$ cat src/rtl/count_ctrl_frontend.sv
// Direction/step front-end for the even up/down counter.
// A raw push-button is synchronized and debounced; each accepted press flips
// CountUp and raises DirPulse for one cycle. A free-running divider provides a
// one-cycle StepTick enable so the counter advances in the Clk domain.
module count_ctrl_frontend #(
    parameter int DEBOUNCE_CYCLES = 1000000,
    parameter int TICK_DIV        = 50000000
) (
    input  logic Clk,
    input  logic Rst,
    input  logic BtnDir,
    output logic CountUp,
    output logic DirPulse,
    output logic StepTick
);

    // Counter widths; clamp to 1 bit so tiny parameters still elaborate.
    localparam int DW = (DEBOUNCE_CYCLES > 1) ? $clog2(DEBOUNCE_CYCLES) : 1;
    localparam int TW = (TICK_DIV > 1) ? $clog2(TICK_DIV) : 1;

    // Terminal values: counters stop (debounce) or wrap (tick) here.
    localparam logic [DW-1:0] D_LAST = DW'(DEBOUNCE_CYCLES - 1);
    localparam logic [TW-1:0] T_LAST = TW'(TICK_DIV - 1);

    typedef enum logic [1:0] {
        IDLE      = 2'd0,
        WAIT_HIGH = 2'd1,
        PRESSED   = 2'd2,
        WAIT_LOW  = 2'd3
    } state_t;

    logic          s1;
    logic          s2;
    state_t        state;
    logic [DW-1:0] dcnt;
    logic [TW-1:0] tcnt;

    // Two-flop synchronizer for the asynchronous button input.
    always_ff @(posedge Clk or posedge Rst) begin
        if (Rst) begin
            s1 <= 1'b0;
            s2 <= 1'b0;
        end else begin
            s1 <= BtnDir;
            s2 <= s1;
        end
    end

    // Debounce FSM: a level must hold for DEBOUNCE_CYCLES samples to be
    // accepted; only an accepted press flips the direction.
    always_ff @(posedge Clk or posedge Rst) begin
        if (Rst) begin
            state    <= IDLE;
            dcnt     <= '0;
            CountUp  <= 1'b1;
            DirPulse <= 1'b0;
        end else begin
            DirPulse <= 1'b0;
            case (state)
                IDLE: begin
                    if (s2) begin
                        state <= WAIT_HIGH;
                        dcnt  <= '0;
                    end
                end
                WAIT_HIGH: begin
                    if (!s2) begin
                        state <= IDLE;
                    end else if (dcnt == D_LAST) begin
                        state    <= PRESSED;
                        CountUp  <= ~CountUp;
                        DirPulse <= 1'b1;
                    end else begin
                        dcnt <= dcnt + 1'b1;
                    end
                end
                PRESSED: begin
                    // Holding the button never re-toggles.
                    if (!s2) begin
                        state <= WAIT_LOW;
                        dcnt  <= '0;
                    end
                end
                WAIT_LOW: begin
                    if (s2) begin
                        state <= PRESSED;
                    end else if (dcnt == D_LAST) begin
                        state <= IDLE;
                    end else begin
                        dcnt <= dcnt + 1'b1;
                    end
                end
                default: begin
                    state <= IDLE;
                    dcnt  <= '0;
                end
            endcase
        end
    end

    // Free-running step divider, wraps at TICK_DIV-1.
    always_ff @(posedge Clk or posedge Rst) begin
        if (Rst) begin
            tcnt <= '0;
        end else if (tcnt == T_LAST) begin
            tcnt <= '0;
        end else begin
            tcnt <= tcnt + 1'b1;
        end
    end

    // Step enable decoded straight from the divider register.
    assign StepTick = (tcnt == T_LAST);

endmodule

$ cat config.mk
export PLATFORM = sky130hd
export DESIGN_NAME = count_ctrl_frontend
export DESIGN_NICKNAME = d
export VERILOG_FILES = /design/src/rtl/count_ctrl_frontend.sv
export SDC_FILE = /design/constraint.sdc
export NUM_CORES = 1
export LEC_CHECK = 0
export ABC_AREA = 1
export ABC_CLOCK_PERIOD_IN_PS = 1800
export CAP_MARGIN = 20
export CORE_MARGIN = 2
export CORE_UTILIZATION = 56
export DETAILED_ROUTE_END_ITERATION = 8
export MAX_ROUTING_LAYER = met4
export PLACE_DENSITY = 0.76
export SLEW_MARGIN = 20
export SYNTH_ARGS = -nofsm -noshare
export SYNTH_HDL_FRONTEND = slang
export SYNTH_SLANG_ARGS = --single-unit
$ cat constraint.sdc
create_clock -name Clk -period 1.8 [get_ports Clk]
set_clock_uncertainty 0.2 [all_clocks]
set_input_delay 0.45 -clock Clk [delete_from_list [all_inputs] [get_ports Clk]]
set_output_delay 0.45 -clock Clk [all_outputs]
set_load 0.01 [all_outputs]
After elaboration in Yosys (flattened, before gate mapping)
Index checks and enable logic that the tools add are counted.
{"block": "op_classes", "n_addsub": 2, "eq_ne": 11, "n_mux": 17, "bitwise_logic": 1, "n_reduce_logical": 4}
{"cell": "20-bit 2-to-1 mux", "count": 5}
{"cell": "20-bit one-hot mux with 4 select lines", "count": 1}
{"cell": "26-bit by 1-bit adder with 26-bit output, second input constant", "count": 1}
{"cell": "26-bit == test, second input constant", "count": 1}
{"cell": "26-bit 2-to-1 mux", "count": 1}
{"cell": "20-bit by 1-bit adder with 20-bit output, second input constant", "count": 1}
{"cell": "20-bit == test, second input constant", "count": 1}
{"cell": "2-bit 2-to-1 mux", "count": 6}
{"cell": "2-bit != test, second input constant", "count": 4}
{"cell": "2-bit one-hot mux with 4 select lines", "count": 1}
{"cell": "4-bit AND reduction", "count": 2}
{"cell": "3-bit != test, second input constant", "count": 2}
{"cell": "2-bit == test, second input constant", "count": 2}
{"cell": "1-bit 2-to-1 mux", "count": 3}
{"cell": "3-bit AND reduction", "count": 1}
{"cell": "2-bit by 1-bit == test with 1-bit output, second input constant", "count": 1}
{"cell": "2-bit zero test", "count": 1}
{"cell": "1-bit NOT", "count": 1}
{"block": "word_totals", "reg_bits": 52, "input_bits": 3, "out_inout_bits": 3, "word_cells": 42}

Longest topological paths before layout
Gate-level depths: netlist (run 1).
{"block": "logic_depth", "word_depth": 4, "depth_mapped": 9, "depth_no_buf": 9}

Worst setup path after synthesis (run 1)
No wires, ideal clock.
{"block": "synth_timing", "kind": "register to output", "from": "reg tcnt[0]", "to": "out StepTick", "arrival_time_ns": 1.439, "required_ns": 1.150, "slack_ns": -0.289, "stages_incl_launch_ff": 8, "path_buffers": 0, "path_cell_list": "dfrtp_1 -> ha_1 -> nand3_1 -> nor2_1 -> nand2_1 -> inv_1 -> nand3_1 -> nor3_1"}
{"block": "synth_between", "elab_chain_len": 1}
{"element": "from (decl)", "line_no": "36", "text": "logic [TW-1:0] tcnt;"}
{"element": "from (signal assigned)", "line_no": "108", "text": "tcnt <= tcnt + 1'b1;"}
{"element": "26-bit == test", "line_no": "113", "text": "assign StepTick = (tcnt == T_LAST);"}
{"element": "to (decl)", "line_no": "14", "text": "output logic StepTick"}
Every way passes these cells.

Worst setup path after layout (run 1)
{"block": "layout_timing", "from": "reg tcnt[1]", "to": "out StepTick"}
The elaborated chain is that of the path after synthesis.

==> reports/metrics.csv, run 1 <==
stage,metric,value,unit
placement,hpwl,5730,um
power,p_total,0.00211,W
critical_path,path_class,register to primary output,
global_routing,grt.met3_usage,4.19,%
yosys,syn_nets,428,
global_routing,grt-busiest-layer,met2,
placement,placed_area,0.00358,mm^2
run_status,status,"complete, but fails checks",
layout,stdcell_area,0.00393,mm^2
sta,timing.final.crit_share,120,%
critical_path,cpLargestDelayFamily,simple AND/OR/NAND/NOR gates,
layout,drive_gt1_share,23.6,%
sta,fmax,463,MHz
yosys,yosys.area.top_type,dfrtp_1,
die,fp-row-count,26,
run_status,violations,negative setup slack,
detailed_routing,ant_nets,0,
worst_hold_path,hold_class,register to register,
power,power_density,537,mW/mm^2
critical_path,required,1.15,ns
layout,antenna_cells,0,
clock_network,clockRootBuffer,clkbuf_8,
power,vdd_ir_drop_max,0.559,mV
sta,setup_viol,16,
yosys,synth_warnings,0,
placement,gp_congestion,0.957,
detailed_routing,first_iter_violations,356,
critical_path,critPathMaxFanout,2,
clock_network,clock_sinks,52,
sta,min_period,2.16,ns
layout,areaGrowthSynthToFinish,29.6,%
yosys,synth_area,0.00303,mm^2
yosys,synthCells,423,
critical_path,worst-path-buf-inv,2,
yosys,synth_top_cells_by_area,"dfrtp_1 42%, nand2_1 16%, nor2_1 8.7%",
sta,rsz0062_at_grt,yes,
layout,fillers,374,
sta,timing.slew.headroom,76.4,%
detailed_routing,totalWireLength,8110,um
critical_path,arrival,1.51,ns
critical_path,crit_chain,"ha_4, nand3_4, nor2_4, nand2_2, inv_2, nand3_2, nor3_2, buf_2",
yosys,synth_seq_area_share,42.9,%
layout,nNetsFinal,500,
global_routing,grt_pass1_wl,13300,um
global_routing,overflow,0,
yosys,postSynthAreaPerCell,7.17,um^2
global_routing,use_met2,42.9,%
yosys,yosys.cell_types.count,28,
clock_network,cts_tree,yes,
sta,hold_ws,0.172,ns
die,die_w,77.6,um
clock_network,insertion_delay,0.31,ns
global_routing,track_usage,28.5,%
clock_network,postCtsHoldBufs,0,
detailed_routing,drc,0,
sta,setup_ws,-0.358,ns
critical_path,slowest_delay,0.40,ns
die,coreArea,0.00517,mm^2
flow_run,timing.max_cap.violations,0,
clock_network,clk_path_buf_depth,2,
global_routing,grt_pass1_vias,2876,
yosys,synth_top_cell_area_share,42.1,%
power,p_leak,1.81,nW
sta,worst-slew-pin-transition,0.351,ns
placement,io_buffers,5,
detailed_routing,detailedRoute.firstPassIterationCount,5,
global_routing,grt_max_degree,30,
clock_network,cts_buffers,5,
clock_network,path_clk_slew,0.09,ns
critical_path,startpoint_type,register,
die,die-area,0.00602,mm^2
die,fp.dieH,77.6,um
critical_path,worstSetupEndpointType,primary output,
critical_path,cp_slowest_cell,dfrtp_1,
global_routing,antenna_found_initial,0,
die,ioPinCount,6,
global_routing,gr-usage-met1,41.2,%
detailed_routing,dr_total_vias,3014,
detailed_routing,vias_per_cell,5.33,
yosys,ys_ff_latch,52,
die,start_util,58.7,%
sta,slew_viol_final,0,
sta,hold_viol,0,
clock_network,cts_htree_levels,2,
detailed_routing,routedWlPerCell,14.3,um
-- layout by cell type, fill, tap and decap left out, types with 2 or more instances in the layout --
master and n:
a21oi_1 2, and2_1 2, buf_12 3, buf_4 58
buf_6 4, clkbuf_8 5, clkdlybuf4s50_1 2, dfrtp_1 49
dfrtp_2 2, inv_1 41, inv_2 2, nand2_1 126
nand2_2 2, nand3_1 34, nand3_2 5, nand3_4 2
nand4_1 11, nor2_1 59, nor2_2 9, nor2_4 4
nor3_1 5, nor3_2 3, nor4_1 3, o21ai_0 18
o21ai_1 2, o21bai_1 2, or2_2 5, xnor2_1 4
xor2_1 16
-- path summary, 6_finish.rpt --
| check | start | end | slack (ns) | cells after the start |
|---|---|---|---|---|
| max | tcnt[1]$_DFF_PP0_ | StepTick | -0.36 | 8 |
| min | s1$_DFF_PP0_ | s2$_DFF_PP0_ | 0.17 | 0 |
| min reg2reg | s1$_DFF_PP0_ | s2$_DFF_PP0_ | 0.17 | 0 |
| min in group asynchronous | Rst | tcnt[21]$_DFF_PP0_ | 0.25 | 2 |
| max reg2reg | tcnt[1]$_DFF_PP0_ | tcnt[19]$_DFF_PP0_ | -0.17 | 9 |
| max in group asynchronous | Rst | CountUp$_DFFE_PP1P_ | 0.71 | 3 |
-- Yosys cell counts --
library cell	instances
nor3_2	1
dfstp_2	1
buf_4	1
nor3_1	8
a21oi_1	2
inv_1	43
nor2_4	1
buf_6	3
xnor2_1	4
o21bai_1	2
o21ai_0	20
nand3_2	3
nand2_4	1
nor2_1	70
dfrtp_1	51
nand4_1	11
or2_2	5
nor4_1	5
ha_1	2
buf_1	1
xor2_1	16
nand2_1	128
o21ai_1	1
inv_2	1
nor2_2	1
buf_2	1
nand3_1	38
and2_1	2
-- through the flow --
step	utilization, %	cells	setup WS (ns)	TNS [ns]
after global placement	69.3	545	-0.457	-0.457
after CTS	72.4	559	-0.365	-0.967
after floorplan	-	423	-0.0997	-0.0997
after global routing	76.1	566	-0.472	-4.20
final	76.1	566	-0.358	-2.55
after detailed placement	69.3	545	-0.494	-0.494
-- logic make-up after synthesis --
family / synth area share, %
AND/OR/NAND/NOR: 39.1
flip-flops: 42.9
buffers and inverters: 7.09
AO/OA/AOI/OAI: 4.29
XOR/XNOR: 5.77
adder cells (fa/ha/maj): 0.825
-- metal layers --
layer	wire (um)	vias up
met5	0	-
met2	3770	126
met1	3660	1389
met3	568	14
li1	-	1485
met4	110	0
-- registers in the layout (all words and copies together), names as in the netlist, named ones only --
register and cells:
s1 1, DirPulse 1, s2 1, tcnt 26, dcnt 20, state 1, CountUp 1
-- power by group --
part	switching [W]	internal [W]	leakage (nW)
Clock	0.000396	0.000413	0.0552
Sequential	0.00000898	0.00118	0.696
Combinational	0.0000718	0.0000442	1.06
Total	0.000477	0.00164	1.81
-- what timing repair did --
action                                  4_1_cts  5_1_grt
buffers inserted                              6        7
pin swaps                                     3        8
gates cloned                                  0        1
resized for setup                            10       33
endpoints found under the setup margin        3       37
-- worst register-to-register path, stage by stage, from the launching register on --
cell	delay [ns]
dfrtp_1	0.40
ha_4	0.16
nand3_4	0.07
buf_4	0.14
buf_6	0.12
nor4_4	0.25
nand3_2	0.15
nor2_4	0.15
buf_6	0.16
nor2_1	0.06
-- cell type report --
type	instances	area [um^2]	share of cell area [%]
well taps	70	87.6	2.23
inverters	44	169	4.29
multi-input cells	322	1680	42.7
clock inverters	2	35.0	0.891
clock buffers	6	72.6	1.84
flip-flops and latches	52	1310	33.2
repair buffers	70	584	14.9
Power figures use the tool's default switching activity.
==> run 2, diff against run 1 <==
SLEW_MARGIN = default   (was 20)
==> results of run 2 <==
Same layout as run 1: the final DEF is identical, and so are final timing and power.
==> run 3, diff against run 2 <==
SETUP_SLACK_MARGIN = 0.3   (was default)
==> run 3 against run 2 <==
Against the previous run:
- the run still ends with negative setup slack left
- first-iteration DRC count up 120%
- combinational power grew 68%
- count of clock-buffer cells in the layout up 2
- setup slack worse by 0.34 ns
- maximum frequency shrank 14%
==> reports/metrics.csv, run 3 (synthesis results as in run 1) <==
stage,metric,value,unit
run_status,status,"complete, but fails checks",
run_status,violations,negative setup slack,
power,power_density,466,mW/mm^2
power,p_leak,2.12,nW
sta,worst-slew-pin-transition,0.502,ns
critical_path,worstSetupEndpointType,primary output,
placement,io_buffers,5,
worst_hold_path,hold_class,register to register,
detailed_routing,totalWireLength,12300,um
die,die_w,77.6,um
layout,nNetsFinal,526,
detailed_routing,detailedRoute.firstPassIterationCount,9,
detailed_routing,routedWlPerCell,20.8,um
sta,setup_viol,38,
placement,gp_congestion,0.961,
layout,drive_gt1_share,40.6,%
critical_path,required,1.15,ns
layout,fillers,233,
sta,fin_tns_setup,-3.84,ns
sta,setup_ws,-0.697,ns
clock_network,cts_tree,yes,
placement,dp.cells,542,
global_routing,grt_max_degree,53,
die,ioPinCount,6,
global_routing,grt_pass1_wl,14600,um
critical_path,worst-path-buf-inv,1,
power,p_total,0.00212,W
sta,fmax,400,MHz
layout,seqCellArea,0.00131,mm^2
sta,timing.final.crit_share,139,%
detailed_routing,drc,0,
detailed_routing,vias_per_cell,6.42,
flow_run,timing.max_cap.violations,0,
layout,layout.cells.non_filler,592,
detailed_routing,first_iter_violations,770,
sta,min_period,2.50,ns
die,die-area,0.00602,mm^2
clock_network,clockRootBuffer,clkbuf_8,
critical_path,path_class,register to primary output,
sta,hold_viol,0,
die,coreArea,0.00517,mm^2
clock_network,clk_path_buf_depth,2,
critical_path,arrival,1.85,ns
die,start_util,58.7,%
power,vdd_ir_drop_max,0.459,mV
clock_network,path_clk_slew,0.10,ns
critical_path,crit_chain,"nor4_1, nand3_1, nor3_2, buf_2",
layout,largest_reg_flops,26,
critical_path,slowest_delay,0.50,ns
critical_path,cpLargestDelayFamily,simple AND/OR/NAND/NOR gates,
sta,slew_viol_final,0,
clock_network,insertion_delay,0.33,ns
placement,hpwl,5350,um
die,fp-row-count,26,
die,fp.dieH,77.6,um
clock_network,cts_htree_levels,2,
global_routing,overflow,0,
global_routing,antenna_found_initial,0,
clock_network,postCtsHoldBufs,0,
layout,fin_util,88.0,%
sta,rsz0062_at_grt,yes,
layout,antenna_cells,0,
layout,multi_input_area,0.00200,mm^2
clock_network,cts_buffers,5,
global_routing,track_usage,32.3,%
critical_path,cp_slowest_cell,nor4_1,
detailed_routing,dr_total_vias,3803,
layout,reg_top3,"tcnt: 26 flops, dcnt: 20 flops",
layout,areaGrowthSynthToFinish,50.1,%
sta,timing.slew.headroom,66.2,%
clock_network,clock_sinks,52,
global_routing,grt_pass1_vias,3059,
critical_path,critPathMaxFanout,2,
layout,final_common_cell,nand2_1,
layout,largest_register,tcnt,
critical_path,startpoint_type,register,
detailed_routing,ant_nets,0,
layout,layout_common_cells,"94 x nand2_1, 67 x buf_4, 52 x nor2_1",
==> run 3: changes by cell type in the layout (fill, tap and decap cells not counted), sizes merged <==
cell / previous run / this run
buf: 66 / 94
inv: 43 / 42
clkdlybuf4s15: 1 / 0
dlygate4sd2: 1 / 0
bufinv: 1 / 0
clkbuf: 6 / 8
==> run 3: worst register-to-register path, delay by kind of cell (launching register included) <==
family	cells	cell delay (ns)
buffers and inverters	1	0.14
and+or+nand+nor	8	1.23
DFF	1	0.39
==> run 3: final cells by class <==
class,instances,share of cell area (%)
well taps,70,1.92
multi-input cells,322,43.9
clock buffers,8,1.98
flip-flops and latches,52,28.9
repair buffers,96,19.3
inverters,44,4.09
==> run 3: worst paths after layout <==
check / from / end / slack (ns) / depth (start not counted)
worst max-delay path: tcnt[11]$_DFF_PP0_ / StepTick / -0.70 / 4
min in group asynchronous: Rst / dcnt[1]$_DFFE_PP0P_ / 0.33 / 3
worst min register to register: s1$_DFF_PP0_ / s2$_DFF_PP0_ / 0.17 / 0
max in group asynchronous: Rst / CountUp$_DFFE_PP1P_ / 0.79 / 3
worst max register to register: tcnt[5]$_DFF_PP0_ / tcnt[20]$_DFF_PP0_ / -0.23 / 9
worst min-delay path: s1$_DFF_PP0_ / s2$_DFF_PP0_ / 0.17 / 0
==> run 3: per-stage QoR <==
stage	setup WS, ns	hold slack [ns]	area (um^2)
after CTS	-0.412	0.168	4160
final	-0.697	0.167	4550
after global placement	-0.457	0.139	3600
after detailed placement	-0.494	0.138	3600
after global routing	-0.686	0.169	4550
after floorplan	-0.0997	0.131	3100
==> run 3: layer usage <==
metal / vias to the layer above / part of all wire [%] / track usage [%]
met5: - / 0 / -
met4: 0 / 8.3 / 12.0
met3: 140 / 13 / 4.53
met2: 384 / 44 / 50.3
met1: 1728 / 34 / 43.2
li1: 1551 / - / -
==> run 3: report_power, final <==
part	switching [W]	internal (W)	total [W]
Sequential	0.0000154	0.00118	0.00119
Combinational	0.000107	0.0000883	0.000195
Clock	0.000417	0.000315	0.000732
Total	0.000539	0.00158	0.00212
==> run 3: what timing repair did <==
action                     4_1_cts  5_1_grt
gates cloned                     2        0
pin swaps                       19       31
resized for setup               89       67
buffers inserted                23       17
setup endpoints to repair       47       52
